$ cat src/rtl/sale_ctrl.sv
// -----------------------------------------------------------------------------
// sale_ctrl
//   Top-level sequencer of the ticket vending machine. It latches the
//   passenger's ticket selection and prices it, then accumulates inserted coins.
//   Once the amount paid covers the price, it loads the ticket dispenser and
//   runs it. Finally it reports the change.
//   If no coin arrives for TIMEOUT_CYC cycles while waiting for payment, the
//   transaction is aborted and everything paid so far is refunded.
//
// Optional feature (compile-time macro):
//   SALE_CANCEL_EN - when defined, cancel=1 during payment aborts the sale and
//                    refunds the coins paid. When undefined, the cancel port
//                    exists but has no effect.
//
// Ports:
//   clk           in   system clock, all logic on posedge
//   rst           in   synchronous active-high reset
//   sel_valid     in   selection strobe (sampled in IDLE only)
//   sel_type[1:0] in   ticket type 0..3
//   sel_count[1:0]in   ticket count 1..3 (0 = invalid, ignored)
//   coin_valid    in   one coin accepted this cycle
//   coin_value[1:0]in  00=1, 01=5, 10=10 yuan, 11=invalid (ignored)
//   cancel        in   abort request (only with SALE_CANCEL_EN)
//   disp_en       out  dispenser enable: 1 = load/hold, 0 = run
//   disp_type[2:0]out  ticket type to dispenser
//   disp_count[2:0]out ticket count to dispenser
//   busy          out  high in every state except IDLE
//   price[6:0]    out  latched total price
//   paid[6:0]     out  coins accumulated in this transaction
//   change_valid  out  one-cycle pulse, change_amt valid
//   change_amt[6:0]out change or refund amount
//   done          out  one-cycle pulse, tickets were dispensed
// -----------------------------------------------------------------------------
module sale_ctrl #(
  parameter int PRICE0      = 2,
  parameter int PRICE1      = 3,
  parameter int PRICE2      = 4,
  parameter int PRICE3      = 5,
  parameter int TIMEOUT_CYC = 1000
) (
  input  logic       clk,
  input  logic       rst,
  input  logic       sel_valid,
  input  logic [1:0] sel_type,
  input  logic [1:0] sel_count,
  input  logic       coin_valid,
  input  logic [1:0] coin_value,
  input  logic       cancel,
  output logic       disp_en,
  output logic [2:0] disp_type,
  output logic [2:0] disp_count,
  output logic       busy,
  output logic [6:0] price,
  output logic [6:0] paid,
  output logic       change_valid,
  output logic [6:0] change_amt,
  output logic       done
);

  typedef enum logic [2:0] {
    ST_IDLE,
    ST_PAY,
    ST_LOAD,
    ST_RUN,
    ST_CHANGE
  } state_t;

  // The idle counter only has to reach TIMEOUT_CYC-1.
  localparam int              TMO_W    = $clog2(TIMEOUT_CYC);
  localparam logic [TMO_W-1:0] TMO_LAST = TMO_W'(TIMEOUT_CYC - 1);

  state_t           state_q, state_d;
  logic [1:0]       sel_type_q, sel_type_d;
  logic [1:0]       sel_count_q, sel_count_d;
  logic [2:0]       disp_type_q, disp_type_d;
  logic [2:0]       disp_count_q, disp_count_d;
  logic [6:0]       price_q, price_d;
  logic [6:0]       paid_q, paid_d;
  logic [TMO_W-1:0] tmo_q, tmo_d;
  logic [2:0]       run_q, run_d;
  logic             refund_q, refund_d;

  logic       coin_ok;
  logic [6:0] coin_amt;
  logic [6:0] unit_price;
  logic [2:0] run_last;
  logic       cancel_req;

`ifdef SALE_CANCEL_EN
  assign cancel_req = cancel;
`else
  // Cancel has no effect in this build. It is masked to zero.
  assign cancel_req = cancel & 1'b0;
`endif

  // Decode the coin denomination. Code 11 is treated as "no coin".
  always_comb begin
    coin_ok  = coin_valid && (coin_value != 2'b11);
    coin_amt = 7'd0;
    case (coin_value)
      2'b00:   coin_amt = 7'd1;
      2'b01:   coin_amt = 7'd5;
      2'b10:   coin_amt = 7'd10;
      default: coin_amt = 7'd0;
    endcase
  end

  // Look up the unit price of the type currently on the selection inputs.
  always_comb begin
    unit_price = 7'(PRICE0);
    case (sel_type)
      2'd0:    unit_price = 7'(PRICE0);
      2'd1:    unit_price = 7'(PRICE1);
      2'd2:    unit_price = 7'(PRICE2);
      default: unit_price = 7'(PRICE3);
    endcase
  end

  // The dispenser runs for two cycles per ticket: one output toggle per clock.
  assign run_last = {disp_count_q[1:0], 1'b0} - 3'd1;

  // Next-state and datapath logic for the whole sale sequence.
  always_comb begin
    state_d      = state_q;
    sel_type_d   = sel_type_q;
    sel_count_d  = sel_count_q;
    disp_type_d  = disp_type_q;
    disp_count_d = disp_count_q;
    price_d      = price_q;
    paid_d       = paid_q;
    tmo_d        = tmo_q;
    run_d        = run_q;
    refund_d     = refund_q;

    case (state_q)
      ST_IDLE: begin
        if (sel_valid && (sel_count != 2'd0)) begin
          sel_type_d  = sel_type;
          sel_count_d = sel_count;
          price_d     = unit_price * {5'd0, sel_count};
          paid_d      = 7'd0;
          tmo_d       = '0;
          refund_d    = 1'b0;
          state_d     = ST_PAY;
        end
      end

      ST_PAY: begin
        // Coins always add while in PAY. This includes the cycle in which
        // the registered total is found to cover the price.
        if (coin_ok) begin
          paid_d = paid_q + coin_amt;
          tmo_d  = '0;
        end else begin
          tmo_d = tmo_q + 1'b1;
        end

        if (cancel_req) begin
          refund_d = 1'b1;
          state_d  = ST_CHANGE;
        end else if (paid_q >= price_q) begin
          disp_type_d  = {1'b0, sel_type_q};
          disp_count_d = {1'b0, sel_count_q};
          run_d        = 3'd0;
          state_d      = ST_LOAD;
        end else if (!coin_ok && (tmo_q == TMO_LAST)) begin
          refund_d = 1'b1;
          state_d  = ST_CHANGE;
        end
      end

      ST_LOAD: begin
        run_d   = 3'd0;
        state_d = ST_RUN;
      end

      ST_RUN: begin
        if (run_q == run_last) begin
          refund_d = 1'b0;
          state_d  = ST_CHANGE;
        end else begin
          run_d = run_q + 3'd1;
        end
      end

      ST_CHANGE: begin
        state_d = ST_IDLE;
      end

      default: begin
        state_d = ST_IDLE;
      end
    endcase
  end

  // State and datapath registers. Reset discards any transaction in flight.
  always_ff @(posedge clk) begin
    if (rst) begin
      state_q      <= ST_IDLE;
      sel_type_q   <= 2'd0;
      sel_count_q  <= 2'd0;
      disp_type_q  <= 3'd0;
      disp_count_q <= 3'd0;
      price_q      <= 7'd0;
      paid_q       <= 7'd0;
      tmo_q        <= '0;
      run_q        <= 3'd0;
      refund_q     <= 1'b0;
    end else begin
      state_q      <= state_d;
      sel_type_q   <= sel_type_d;
      sel_count_q  <= sel_count_d;
      disp_type_q  <= disp_type_d;
      disp_count_q <= disp_count_d;
      price_q      <= price_d;
      paid_q       <= paid_d;
      tmo_q        <= tmo_d;
      run_q        <= run_d;
      refund_q     <= refund_d;
    end
  end

  // Outputs are decoded from the registered state. A refund returns
  // everything paid. A completed sale returns the overpayment.
  always_comb begin
    disp_en      = (state_q != ST_RUN);
    busy         = (state_q != ST_IDLE);
    change_valid = (state_q == ST_CHANGE);
    done         = (state_q == ST_CHANGE) && !refund_q;
    change_amt   = 7'd0;
    if (state_q == ST_CHANGE) begin
      change_amt = refund_q ? paid_q : (paid_q - price_q);
    end
  end

  assign disp_type  = disp_type_q;
  assign disp_count = disp_count_q;
  assign price      = price_q;
  assign paid       = paid_q;

endmodule

$ cat config.mk
export PLATFORM = sky130hd
export DESIGN_NAME = sale_ctrl
export DESIGN_NICKNAME = d
export VERILOG_FILES = /design/src/rtl/sale_ctrl.sv
export SDC_FILE = /design/constraint.sdc
export NUM_CORES = 1
export LEC_CHECK = 0
export BUFFER_PORTS_ARGS = -buffer_cell sky130_fd_sc_hd__buf_2
export CORE_UTILIZATION = 35
export DETAILED_ROUTE_END_ITERATION = 8
export GPL_TIMING_DRIVEN = 0
export MAX_ROUTING_LAYER = met4
export PLACE_DENSITY_LB_ADDON = 0.08
export SYNTH_ARGS = -nofsm -noshare
export SYNTH_HDL_FRONTEND = slang
export SYNTH_SLANG_ARGS = --single-unit
$ cat constraint.sdc
create_clock -name clk -period 2.4 [get_ports clk]
set_input_delay 0.48 -clock clk [delete_from_list [all_inputs] [get_ports clk]]
set_output_delay 0.48 -clock clk [all_outputs]
set_load 0.03 [all_outputs]
# Yosys cells after proc, flatten, opt, wreduce, memory -nomap -nowiden

Cells that the tools add are included.

Muxes and demuxes: 23
$add $sub $neg: 5
Multipliers: 1
Order comparisons: 1
Equality and inequality tests: 20
Reduce and logical (&&, ||, !) cells: 21

Operator list:

| operator                | number |
|---|---|
| $mux W7                 | 4 |
| $mux W10                | 2 |
| $pmux W10 S2            | 1 |
| $mux W3                 | 6 |
| $pmux W3 S3             | 2 |
| $ne A2 B2 Y1 const B    | 8 |
| $pmux W7 S2             | 1 |
| $pmux W3 S4             | 1 |
| $pmux W4 S3             | 1 |
| $add A10 B1 Y10 const B | 1 |
| $eq A10 B10 Y1 const B  | 1 |
| $reduce_and A3 Y1       | 3 |
| $reduce_bool A3 Y1      | 3 |
| $add A7 B7 Y7           | 1 |
| $ge A7 B7 Y1            | 1 |
| $mul A7 B2 Y7           | 1 |
| $sub A7 B7 Y7           | 1 |
| $eq A3 B2 Y1 const B    | 2 |
| $reduce_and A2 Y1       | 3 |
| $reduce_and A5 Y1       | 1 |
| $eq A2 B1 Y1 const B    | 2 |
| $eq A2 B2 Y1 const B    | 2 |
| $logic_and A1 B1 Y1     | 4 |
| $logic_not A2 Y1        | 2 |
| 12 further kinds        | 17 |

Bits of input ports: 11
Register bits after elaboration: 39

# Logic depth before layout (Yosys ltp)

Gate-level depths: netlist of run 1.

Depth in word-level cells: 7
Gate-level depth with buffers: 8
Gate-level depth less buffers: 8

# Worst setup path before layout of run 1

No wires, ideal clock.

Path type: flip-flop to output port
Start: register price_q[2], in the netlist price[2]
End: output port change_amt[6]
Path slack: -0.120 ns
Cell stages (with the launch flop): 8
Data required time: 1.920 ns
Buffers on the path: 0
Data arrival time: 2.040 ns
Path through: dfxtp_1 > inv_1 > ha_1 > nor2b_1 > o21ai_0 > a21oi_1 > or4_1 > nand2_1

Cells in the longest elaborated chain, start to end: 3

RTL lines:

| item                     | RTL line | RTL |
|---|---|---|
| start: declaration       | 77       | `logic [6:0] price_q, price_d;` |
| start signal: assignment | 215      | `price_q <= price_d;` |
| $sub A7 B7 Y7            | 232      | `change_amt = refund_q ? paid_q : (paid_q - price_q);` |
| $mux W7                  | 232      |  |
| $mux W7                  | 231      | `if (state_q == ST_CHANGE) begin` |
| end: declaration         | 56       | `output logic [6:0] change_amt,` |

No other way between the ends.

# Final worst setup path of run 1

Start: register paid_q[0], in the netlist paid[0]
End: output port change_amt[4]

Cells in the longest elaborated chain, start to end: 3

RTL lines:

| item                     | RTL line | RTL |
|---|---|---|
| start: declaration       | 78       | `logic [6:0] paid_q, paid_d;` |
| start signal: assignment | 216      | `paid_q <= paid_d;` |
| $sub A7 B7 Y7            | 232      |  |
| $mux W7                  | 232      |  |
| $mux W7                  | 231      |  |

No other way between the ends.

==> impl_metrics.py, run 1 <==
metrics = {
    "run_status": {
        "outcome": "finished with violations",
        "failed_checks": "setup timing",
    },
    "yosys": {
        "yosys.area.top_type": "dfxtp_1",
        "postSynthCellCount": 295,
        "synth_cell_types": 57,
        "dominantRegCellSynth": "dfxtp_1",
        "synth_most_common_cell": "dfxtp_1",
        "synthArstFlopShare_pct": 0,
        "synth-edff-count": 0,
        "synth_seq_area_share_pct": 31.81,
        "ys.warnings.count": 0,
        "netlist_top_cells_area": "dfxtp_1, ha_1, a21oi_1, nor2_1, nand2_1",
        "synth_top_area_share_pct": 31.81,
        "syn_avg_cell_area_um2": 7.893,
        "synth_common_cells": "dfxtp_1, nor2_1, a21oi_1, nand2_1, inv_1",
        "ys_ff_latch": 37,
        "syn_area_um2": 2328,
    },
    "route": {
        "drtIter0Drc": 39,
        "detail-route-antenna-nets": 0,
        "vias": 2155,
        "drt-pass1-iter-count": 4,
        "drc": 0,
        "routed_wl_um": 5678,
        "wire_per_inst_um": 13.49,
        "viasPerCell": 5.119,
    },
    "timing": {
        "whs_ns": 0.4599,
        "worstMarginPinSlew_ns": 0.7524,
        "fin_crit_ns": 2.507,
        "slew_headroom_pct": 49.39,
        "hold_viol": 0,
        "setup_violations": 2,
        "finalCritPeriodShare_pct": 104.4,
        "fmax_ghz": 0.3989,
        "rsz0062_at_grt": "yes",
        "slew_violations": 0,
        "fin_skew_ns": 0.005260,
        "setup_ws_ns": -0.1066,
    },
    "floorplan": {
        "io_pins": 42,
        "die_x_um": 83.57,
        "die_y_um": 83.57,
        "dieArea_um2": 6983,
        "start_util_pct": 36.46,
        "fp.coreArea_um2": 6386,
        "num_rows": 29,
    },
    "layout": {
        "stdcell_count": 421,
        "areaGrowthSynthToFinish_pct": 22.46,
        "n_antenna_cell": 0,
        "fin_nets": 370,
        "drive_above_1_share_pct": 23.84,
        "nFillCells": 673,
        "final_area_um2": 2851,
    },
    "cts": {
        "cts_tree": "built",
        "cts.sinks": 37,
        "clock_latency_ns": 0.29,
        "cts_buffers": 5,
        "cts.path.max_buffers": 2,
        "cts-root-buf": "clkbuf_8",
        "cts_htree_levels": 2,
        "clkTransAtPathRegs_ns": 0.08,
    },
    "global_route": {
        "grt.overflow.total": 0,
        "antenna_found_initial": 0,
        "grt_max_degree": 12,
        "grt_first_pass_wirelength_um": 9370,
        "grt_pass1_vias": 1935,
        "track_usage_pct": 17.23,
    },
    "worst_hold_path": {
        "hold_end": "sel_type_q[0]",
        "min_from": "sel_type[0]",
        "hold-path-cell-count": 3,
        "hold_class": "input port to flip-flop",
    },
    "place": {
        "dp_hpwl_um": 4237,
        "dpl_cell_area_um2": 2614,
        "io_buffers": 35,
        "place_congestion": 0.8216,
        "place_worst_setup_slack_ns": -0.1204,
        "placed_cells_incl_taps": 410,
    },
    "critical_path": {
        "crit_start": "paid[0]",
        "cp.required_ns": 1.92,
        "r2r_start": "state_q[2]",
        "cp_max_fo": 3,
        "crit_path_start_kind": "flip-flop",
        "path_cells": "inv_4, ha_4, fa_2, nor2b_4, o21ai_2, a21oi_2, nor3b_1, a31o_2, buf_6",
        "critical-path-slowest-cell": "dfxtp_4",
        "crit_path_end_kind": "output pin",
        "critPathMaxStageDelay_ns": 0.38,
        "criticalPathCategory": "flip-flop to output pin",
        "rrSetupSlack_ns": 0.30,
        "rr_worst_depth": 6,
        "timing.rr.end": "paid[1]",
        "cp.arrival_ns": 2.03,
    },
    "power_and_ir_drop": {
        "power_uw": 1572,
        "p_per_area_nw_per_um2": 551.5,
        "ir_worst_vdd_v": 0.0003362,
        "p_leak_uw": 0.001176,
    },
    "run": {
        "cap_violations": 0,
    },
}
==> worst max-delay path: cells and delay by family, from the launching register on <==
family / cells / cell delay, ns
flops: 1 / 0.38
buf+inv: 2 / 0.17
fa+ha+maj: 2 / 0.51
simple gates: 2 / 0.20
compound gates: 3 / 0.47
==> per-layer routing <==
| metal | vias to the layer above | routed length [um] | part of all wire (%) | GRT usage [%] |
|---|---|---|---|---|
| met3 | 5 | 264 | 4.6 | 2.967 |
| met2 | 52 | 2617 | 46 | 28.09 |
| met4 | 0 | 57 | 1.0 | 4.160 |
| met1 | 975 | 2739 | 48 | 22.24 |
| li1 | 1123 | - | - | - |
| met5 | - | 0 | 0 | - |
==> sequential cells by signal, summed over array words and instances, names as in the netlist <==
register	cells
disp_count	2
disp_type	2
paid	7
price	5
refund_q	1
run_q	3
sel_count_q	2
sel_type_q	2
state_q	3
tmo_q	10
==> cells by family (layout without fill, tap and decap cells) <==
kind of cell | count (synthesis) | count (layout) | synth area share (%)
AND/OR/NAND/NOR | 120 | 120 | 27.67
AO/OA/AOI/OAI | 76 | 76 | 20.04
flip-flops | 37 | 37 | 31.81
buffers and inverters | 34 | 80 | 6.394
adder cells (fa/ha/maj) | 16 | 16 | 9.565
XOR/XNOR | 10 | 10 | 3.761
other | 1 | 4 | 0.1610
multiplexers | 1 | 1 | 0.5909
==> area by class of cell <==
type	count	area, um2	share of cell area (%)
timing repair buffer	38	217.7	7.635
sequential	37	759.5	26.63
multi-input combinational	227	1510	52.96
clock inverter	1	30.03	1.053
tap	77	96.34	3.379
clock buffer	7	86.33	3.028
inverter	19	73.82	2.589
buffer	15	77.57	2.720
==> where the power goes <==
part | switching (uW) | internal, uW
sequential | 22.5 | 632
clock | 230 | 339
combinational | 217 | 133
total | 469 | 1100
==> cell usage in the layout, fill, tap and decap left out, types with 6 or more instances in the layout <==
cell,Yosys,layout
a21oi_1,31,30
buf_4,4,9
clkbuf_1,5,6
nor2_1,33,33
nor3_1,6,6
clkbuf_8,0,6
inv_1,17,16
o21ai_0,13,11
nand3_1,10,9
ha_1,13,10
buf_2,5,35
nand3b_1,9,9
dfxtp_1,37,30
nand2_1,27,27
==> repair_timing <==
| item | in CTS | in global routing |
|---|---|---|
| pin swaps | 5 | 1 |
| setup buffers | 3 | 0 |
| hold buffers | 0 | 0 |
| resized for setup | 18 | 13 |
| endpoints found under the setup margin | 4 | 5 |
==> through the flow <==
stage / TNS [ns] / utilization (%)
after floorplan: -0.08701 / -
after global placement: -0.1630 / 40.93
after detailed placement: -0.1893 / 40.93
after CTS: -0.1802 / 44.02
after global routing: -0.3321 / 44.65
final: -0.1568 / 44.65
==> how the worst max path moves through the flow <==
stage	depth (start not counted)	endpoint	slack, ns
2_1_floorplan	6	change_amt[6]	-0.09
3_3_place_gp	9	change_amt[4]	-0.1
3_5_place_dp	8	change_amt[4]	-0.12
4_1_cts	9	change_amt[4]	-0.13
5_1_grt	9	change_amt[4]	-0.20
6_report	9	change_amt[4]	-0.11
Note: power is estimated with default switching activity, not from simulation.
==> run 2, diff against run 1 <==
--- a/config.mk
+++ b/config.mk
@@ -6,7 +6,7 @@
 export NUM_CORES = 1
 export LEC_CHECK = 0
 export BUFFER_PORTS_ARGS = -buffer_cell sky130_fd_sc_hd__buf_2
-export CORE_UTILIZATION = 35
+export CORE_UTILIZATION = 45
 export DETAILED_ROUTE_END_ITERATION = 8
 export GPL_TIMING_DRIVEN = 0
 export MAX_ROUTING_LAYER = met4
==> run 2 against run 1 <==
Effect of this change:
- the run still ends with setup timing left
- maximum frequency is 0.14% lower
- setup slack worse by 0.0036 ns
- die area is 22% lower
- global-route usage is 5.6 points higher
- sequential power hardly changed
- critical endpoint unchanged
- largest cell class unchanged
==> impl_metrics.py, run 2 (synthesis results as in run 1) <==
metrics = {
    "critical_path": {
        "timing.rr.end": "paid[3]",
        "path_cells": "inv_2, ha_4, fa_2, nor2b_4, o21ai_2, a21oi_2, nor3b_1, a31o_2, buf_6",
        "cp_max_fo": 3,
        "crit_path_start_kind": "flip-flop",
        "r2r_start": "state_q[2]",
        "critical-path-slowest-cell": "fa_2",
        "cp.required_ns": 1.92,
        "cp.arrival_ns": 2.03,
        "rr_worst_depth": 6,
        "criticalPathCategory": "flip-flop to output pin",
        "critPathMaxStageDelay_ns": 0.37,
        "rrSetupSlack_ns": 0.22,
        "crit_path_end_kind": "output pin",
    },
    "layout": {
        "n_antenna_cell": 0,
        "multiInputGateArea_um2": 1508,
        "fin_nets": 371,
        "stdcell_count": 411,
        "final_common_cell": "buf_2",
        "drive_above_1_share_pct": 24.42,
        "nFillCells": 470,
        "regMostFlops": "tmo_q",
        "final_cell_mix": "buf_2, nor2_1, a21oi_1, dfxtp_1, nand2_1",
        "areaGrowthSynthToFinish_pct": 21.17,
        "largest_reg_flops": 10,
        "seq_area_um2": 754.5,
    },
    "global_route": {
        "grt_first_pass_wirelength_um": 9204,
        "antenna_found_initial": 0,
        "track_usage_pct": 22.84,
        "grt_max_degree": 12,
        "grt_pass1_vias": 1948,
        "grt.overflow.total": 0,
    },
    "floorplan": {
        "num_rows": 25,
        "fp.coreArea_um2": 4848,
        "dieArea_um2": 5466,
        "die_x_um": 73.94,
        "start_util_pct": 48.03,
        "die_y_um": 73.94,
        "io_pins": 42,
    },
    "power_and_ir_drop": {
        "swShare_pct": 30.14,
        "p_per_area_nw_per_um2": 543.4,
        "combinationalPowerShare_pct": 23.2,
        "p_leak_uw": 0.001173,
        "p_sw_uw": 462.1,
        "p_seq_share_pct": 42.7,
        "ir_worst_vdd_v": 0.0003536,
        "clock_power_share_pct": 34.1,
        "p_int_uw": 1071,
    },
    "cts": {
        "cts.path.max_buffers": 2,
        "cts-root-buf": "clkbuf_8",
        "cts.sinks": 37,
        "cts_tree": "built",
        "cts_buffers": 5,
        "cts_htree_levels": 2,
        "clock_latency_ns": 0.29,
        "clkTransAtPathRegs_ns": 0.07,
    },
    "timing": {
        "fin_crit_ns": 2.510,
        "slew_violations": 0,
        "worstMarginPinSlew_ns": 0.8354,
        "setup_ws_ns": -0.1102,
        "fmax_ghz": 0.3984,
        "rsz0062_at_grt": "yes",
        "slew_headroom_pct": 43.81,
        "hold_viol": 0,
        "setup_violations": 2,
        "finalCritPeriodShare_pct": 104.6,
        "fin_skew_ns": 0.003852,
    },
    "route": {
        "drc": 0,
        "wire_per_inst_um": 13.51,
        "viasPerCell": 5.411,
        "drtIter0Drc": 108,
        "routed_wl_um": 5554,
        "vias": 2224,
        "detail-route-antenna-nets": 0,
        "drt-pass1-iter-count": 4,
    },
    "run": {
        "cap_violations": 0,
    },
    "place": {
        "place_worst_setup_slack_ns": -0.1044,
        "io_buffers": 35,
        "placed_cells_incl_taps": 400,
        "place_congestion": 0.8155,
        "dp_hpwl_um": 4117,
    },
    "worst_hold_path": {
        "hold-path-cell-count": 3,
        "hold_end": "sel_type_q[0]",
        "min_from": "sel_type[0]",
        "hold_class": "input port to flip-flop",
    },
    "run_status": {
        "outcome": "finished with violations",
        "failed_checks": "setup timing",
    },
}
## run 2: critical path, delay by kind of cell (launching register included)
kind / cells / cell delay, ns
AO/OA/AOI/OAI: 3 / 0.48
flip-flops: 1 / 0.36
AND/OR/NAND/NOR: 2 / 0.21
adder cells (fa/ha/maj): 2 / 0.52
buffers and inverters: 2 / 0.18
## run 2: power by group through the flow
stage                     Clock (uW)  Sequential (uW)  Combinational, uW
final                            523              655                355
after global routing             567              659                394
after CTS                        537              656                341
after detailed placement           0              670                320
after global placement             0              670                316
after floorplan                    0              684                225
## run 2: routing by layer
metal | part of all wire [%] | GRT usage, % | vias up
met1 | 48 | 30.83 | 1032
met5 | 0 | - | -
li1 | - | - | 1130
met3 | 4.3 | 4.472 | 7
met2 | 47 | 34.75 | 55
met4 | 0.86 | 6.197 | 0
## run 2: what timing repair did
item / in CTS / in global routing
endpoints found under the hold margin: 0 / 0
buffers inserted: 3 / 1
pin swaps: 5 / 3
resized for setup: 20 / 7
hold buffers: 0 / 0
endpoints found under the setup margin: 3 / 5
## run 2: final cells by class
cell class	instances	share of cell area, %
clock buffers	5	2.439
inverters	19	2.528
plain buffers	15	2.749
well taps	67	2.971
flip-flops and latches	37	26.74
repair buffers	39	7.894
multi-input cells	227	53.44
clock inverters	2	1.242
## run 2: metrics by stage
stage          total power, uW  hold WS, ns  util [%]  area (um2)  TNS (ns)
3_3_place_gp             986.7       0.4525     53.65        2601   -0.1256
5_1_grt                   1620       0.4650     58.19        2821   -0.3565
3_5_place_dp             990.1       0.4548     53.65        2601   -0.1894
2_1_floorplan            909.2       0.4364         -        2342  -0.08701
4_1_cts                   1534       0.4411     57.50        2788   -0.1981
6_report                  1533       0.4535     58.19        2821   -0.1884
## run 2: how the worst max path moves through the flow
stage	start	end	cells past startpoint
after floorplan	paid[2]	change_amt[6]	6
after global placement	paid[1]	change_amt[4]	8
after detailed placement	paid[1]	change_amt[4]	8
after CTS	paid[0]	change_amt[4]	9
after global routing	paid[0]	change_amt[4]	9
final	paid[0]	change_amt[4]	9
==> run 3, diff against run 2 <==
--- a/config.mk
+++ b/config.mk
@@ -11,6 +11,7 @@
 export GPL_TIMING_DRIVEN = 0
 export MAX_ROUTING_LAYER = met4
 export PLACE_DENSITY_LB_ADDON = 0.08
+export SLEW_MARGIN = 15
 export SYNTH_ARGS = -nofsm -noshare
 export SYNTH_HDL_FRONTEND = slang
 export SYNTH_SLANG_ARGS = --single-unit
==> constraint.sdc (replaced) <==
create_clock -name clk -period 2.25 [get_ports clk]
set_input_delay 0.45 -clock clk [delete_from_list [all_inputs] [get_ports clk]]
set_output_delay 0.45 -clock clk [all_outputs]
set_load 0.03 [all_outputs]
==> run 3 against run 2 <==
Effect of this change:
- combinational power is 12% higher
- power is 8.0% higher
- utilization up 1.6 points
- design area grew 2.7%
- setup slack worse by 0.16 ns
- largest power group unchanged
- count of clock-buffer cells in the layout stayed put
- clock skew rose by 0.0045 ns
- sequential power grew 7.0%
- register-to-register slack better by 0.10 ns
- the flow still finishes with violations (setup timing)
- final cell count increased by 0.24%
==> impl_metrics.py, run 3 (synthesis results as in run 1) <==
metrics = {
    "critical_path": {
        "rr_worst_depth": 8,
        "crit_path_start_kind": "flip-flop",
        "rrSetupSlack_ns": 0.32,
        "cp_max_fo": 3,
        "criticalPathCategory": "flip-flop to output pin",
        "r2r_start": "paid[0]",
        "timing.rr.end": "paid[4]",
        "crit_start": "paid[0]",
        "crit_path_end_kind": "output pin",
        "cp.required_ns": 1.80,
        "setup.worst_path.end": "change_amt[4]",
        "cp.arrival_ns": 2.07,
    },
    "power_and_ir_drop": {
        "p_int_uw": 1152,
        "clock_power_share_pct": 33.7,
        "p_seq_share_pct": 42.3,
        "combinationalPowerShare_pct": 24.0,
        "p_per_area_nw_per_um2": 571.3,
        "swShare_pct": 30.48,
        "p_sw_uw": 504.8,
        "p_leak_uw": 0.001197,
        "power_uw": 1656,
        "ir_worst_vdd_v": 0.0003903,
    },
    "layout": {
        "drive_above_1_share_pct": 28.41,
        "nFillCells": 440,
        "n_antenna_cell": 0,
        "final_area_um2": 2899,
        "stdcell_count": 412,
        "largest_reg_flops": 10,
        "regMostFlops": "tmo_q",
        "areaGrowthSynthToFinish_pct": 24.50,
        "seq_area_um2": 760.7,
        "multiInputGateArea_um2": 1560,
        "fin_nets": 372,
        "final_cell_mix": "buf_2, nor2_1, a21oi_1",
        "final_common_cell": "buf_2",
    },
    "timing": {
        "slew_violations": 0,
        "setup_ws_ns": -0.2693,
        "hold_viol": 0,
        "worstMarginPinSlew_ns": 0.5938,
        "slew_headroom_pct": 60.05,
        "fin_crit_ns": 2.519,
        "fmax_ghz": 0.3969,
        "setup_violations": 3,
        "rsz0062_at_grt": "yes",
        "fin_skew_ns": 0.008390,
        "finalCritPeriodShare_pct": 112.0,
    },
    "global_route": {
        "grt_first_pass_wirelength_um": 8852,
        "grt.overflow.total": 0,
        "grt_max_degree": 12,
        "grt_pass1_vias": 1925,
        "track_usage_pct": 22.04,
        "antenna_found_initial": 0,
    },
    "cts": {
        "cts_buffers": 5,
        "cts_tree": "built",
        "clkTransAtPathRegs_ns": 0.07,
        "cts-root-buf": "clkbuf_8",
        "cts_htree_levels": 2,
        "clock_latency_ns": 0.29,
        "cts.path.max_buffers": 2,
        "cts.sinks": 37,
    },
    "run": {
        "cap_violations": 0,
    },
    "route": {
        "drt-pass1-iter-count": 4,
        "drc": 0,
        "drtIter0Drc": 112,
        "vias": 2206,
        "detail-route-antenna-nets": 0,
        "wire_per_inst_um": 14.14,
        "viasPerCell": 5.354,
        "routed_wl_um": 5824,
    },
    "floorplan": {
        "fp.coreArea_um2": 4848,
        "start_util_pct": 48.03,
        "io_pins": 42,
        "num_rows": 25,
        "dieArea_um2": 5466,
        "die_x_um": 73.94,
        "die_y_um": 73.94,
    },
    "place": {
        "io_buffers": 35,
        "placed_cells_incl_taps": 400,
        "dp_hpwl_um": 4108,
        "dpl_cell_area_um2": 2610,
        "place_congestion": 0.8343,
        "place_worst_setup_slack_ns": -0.1707,
    },
    "run_status": {
        "failed_checks": "setup timing",
        "outcome": "finished with violations",
    },
    "worst_hold_path": {
        "hold-path-cell-count": 3,
        "hold_class": "input port to flip-flop",
    },
}
run 3: critical path: stages (launching register included):
cell and delay (ns):
dfxtp_4 0.38, inv_4 0.04, ha_4 0.15, fa_2 0.37
nor2b_4 0.14, o21ai_2 0.08, a21oi_2 0.19, nor3b_2 0.07
a31o_2 0.22, buf_6 0.14
run 3: worst min-delay path by stage:
| stage | start | end | slack [ns] |
|---|---|---|---|
| after detailed placement | sel_count_q[0] | sel_count_q[0] | 0.45 |
| after floorplan | sel_count_q[0] | sel_count_q[0] | 0.44 |
| final | sel_type[0] | sel_type_q[0] | 0.42 |
| after CTS | sel_type[0] | sel_type_q[0] | 0.42 |
| after global routing | sel_type[0] | sel_type_q[0] | 0.43 |
| after global placement | sel_count_q[0] | sel_count_q[0] | 0.45 |
run 3: stage by stage:
stage,setup TNS [ns],hold WS [ns],utilization [%]
after floorplan,-0.2070,0.4364,-
after global placement,-0.3541,0.4504,53.83
after detailed placement,-0.3378,0.4535,53.83
after CTS,-0.5243,0.4177,57.86
after global routing,-0.8474,0.4320,59.79
final,-0.5623,0.4242,59.79
run 3: timing repair:
action / CTS / global route
endpoints found under the setup margin: 5 / 10
gates resized for setup: 20 / 22
buffers inserted: 2 / 4
hold endpoints to repair: 0 / 0
hold buffers: 0 / 0
pin swaps: 7 / 8
run 3: power groups by stage:
stage | Clock [uW] | Combinational, uW | Sequential, uW
finish | 558 | 397 | 701
global route | 591 | 436 | 705
CTS | 563 | 365 | 701
detailed placement | 0 | 342 | 715
global placement | 0 | 339 | 715
floorplan | 0 | 242 | 729
run 3: layout make-up:
class | count | area share (%)
Timing Repair Buffer | 40 | 8.243
Inverter | 19 | 2.546
Tap cell | 67 | 2.892
Buffer | 15 | 2.676
Clock inverter | 2 | 1.208
Clock buffer | 5 | 2.374
Multi-Input combinational cell | 227 | 53.82
Sequential cell | 37 | 26.24
run 3: layer usage:
| metal | track usage [%] | up-vias | wire [um] |
|---|---|---|---|
| li1 | - | 1129 | - |
| met1 | 28.08 | 1018 | 2651 |
| met2 | 35.66 | 52 | 2861 |
| met3 | 4.065 | 7 | 245 |
| met4 | 6.197 | 0 | 65 |
| met5 | - | - | 0 |
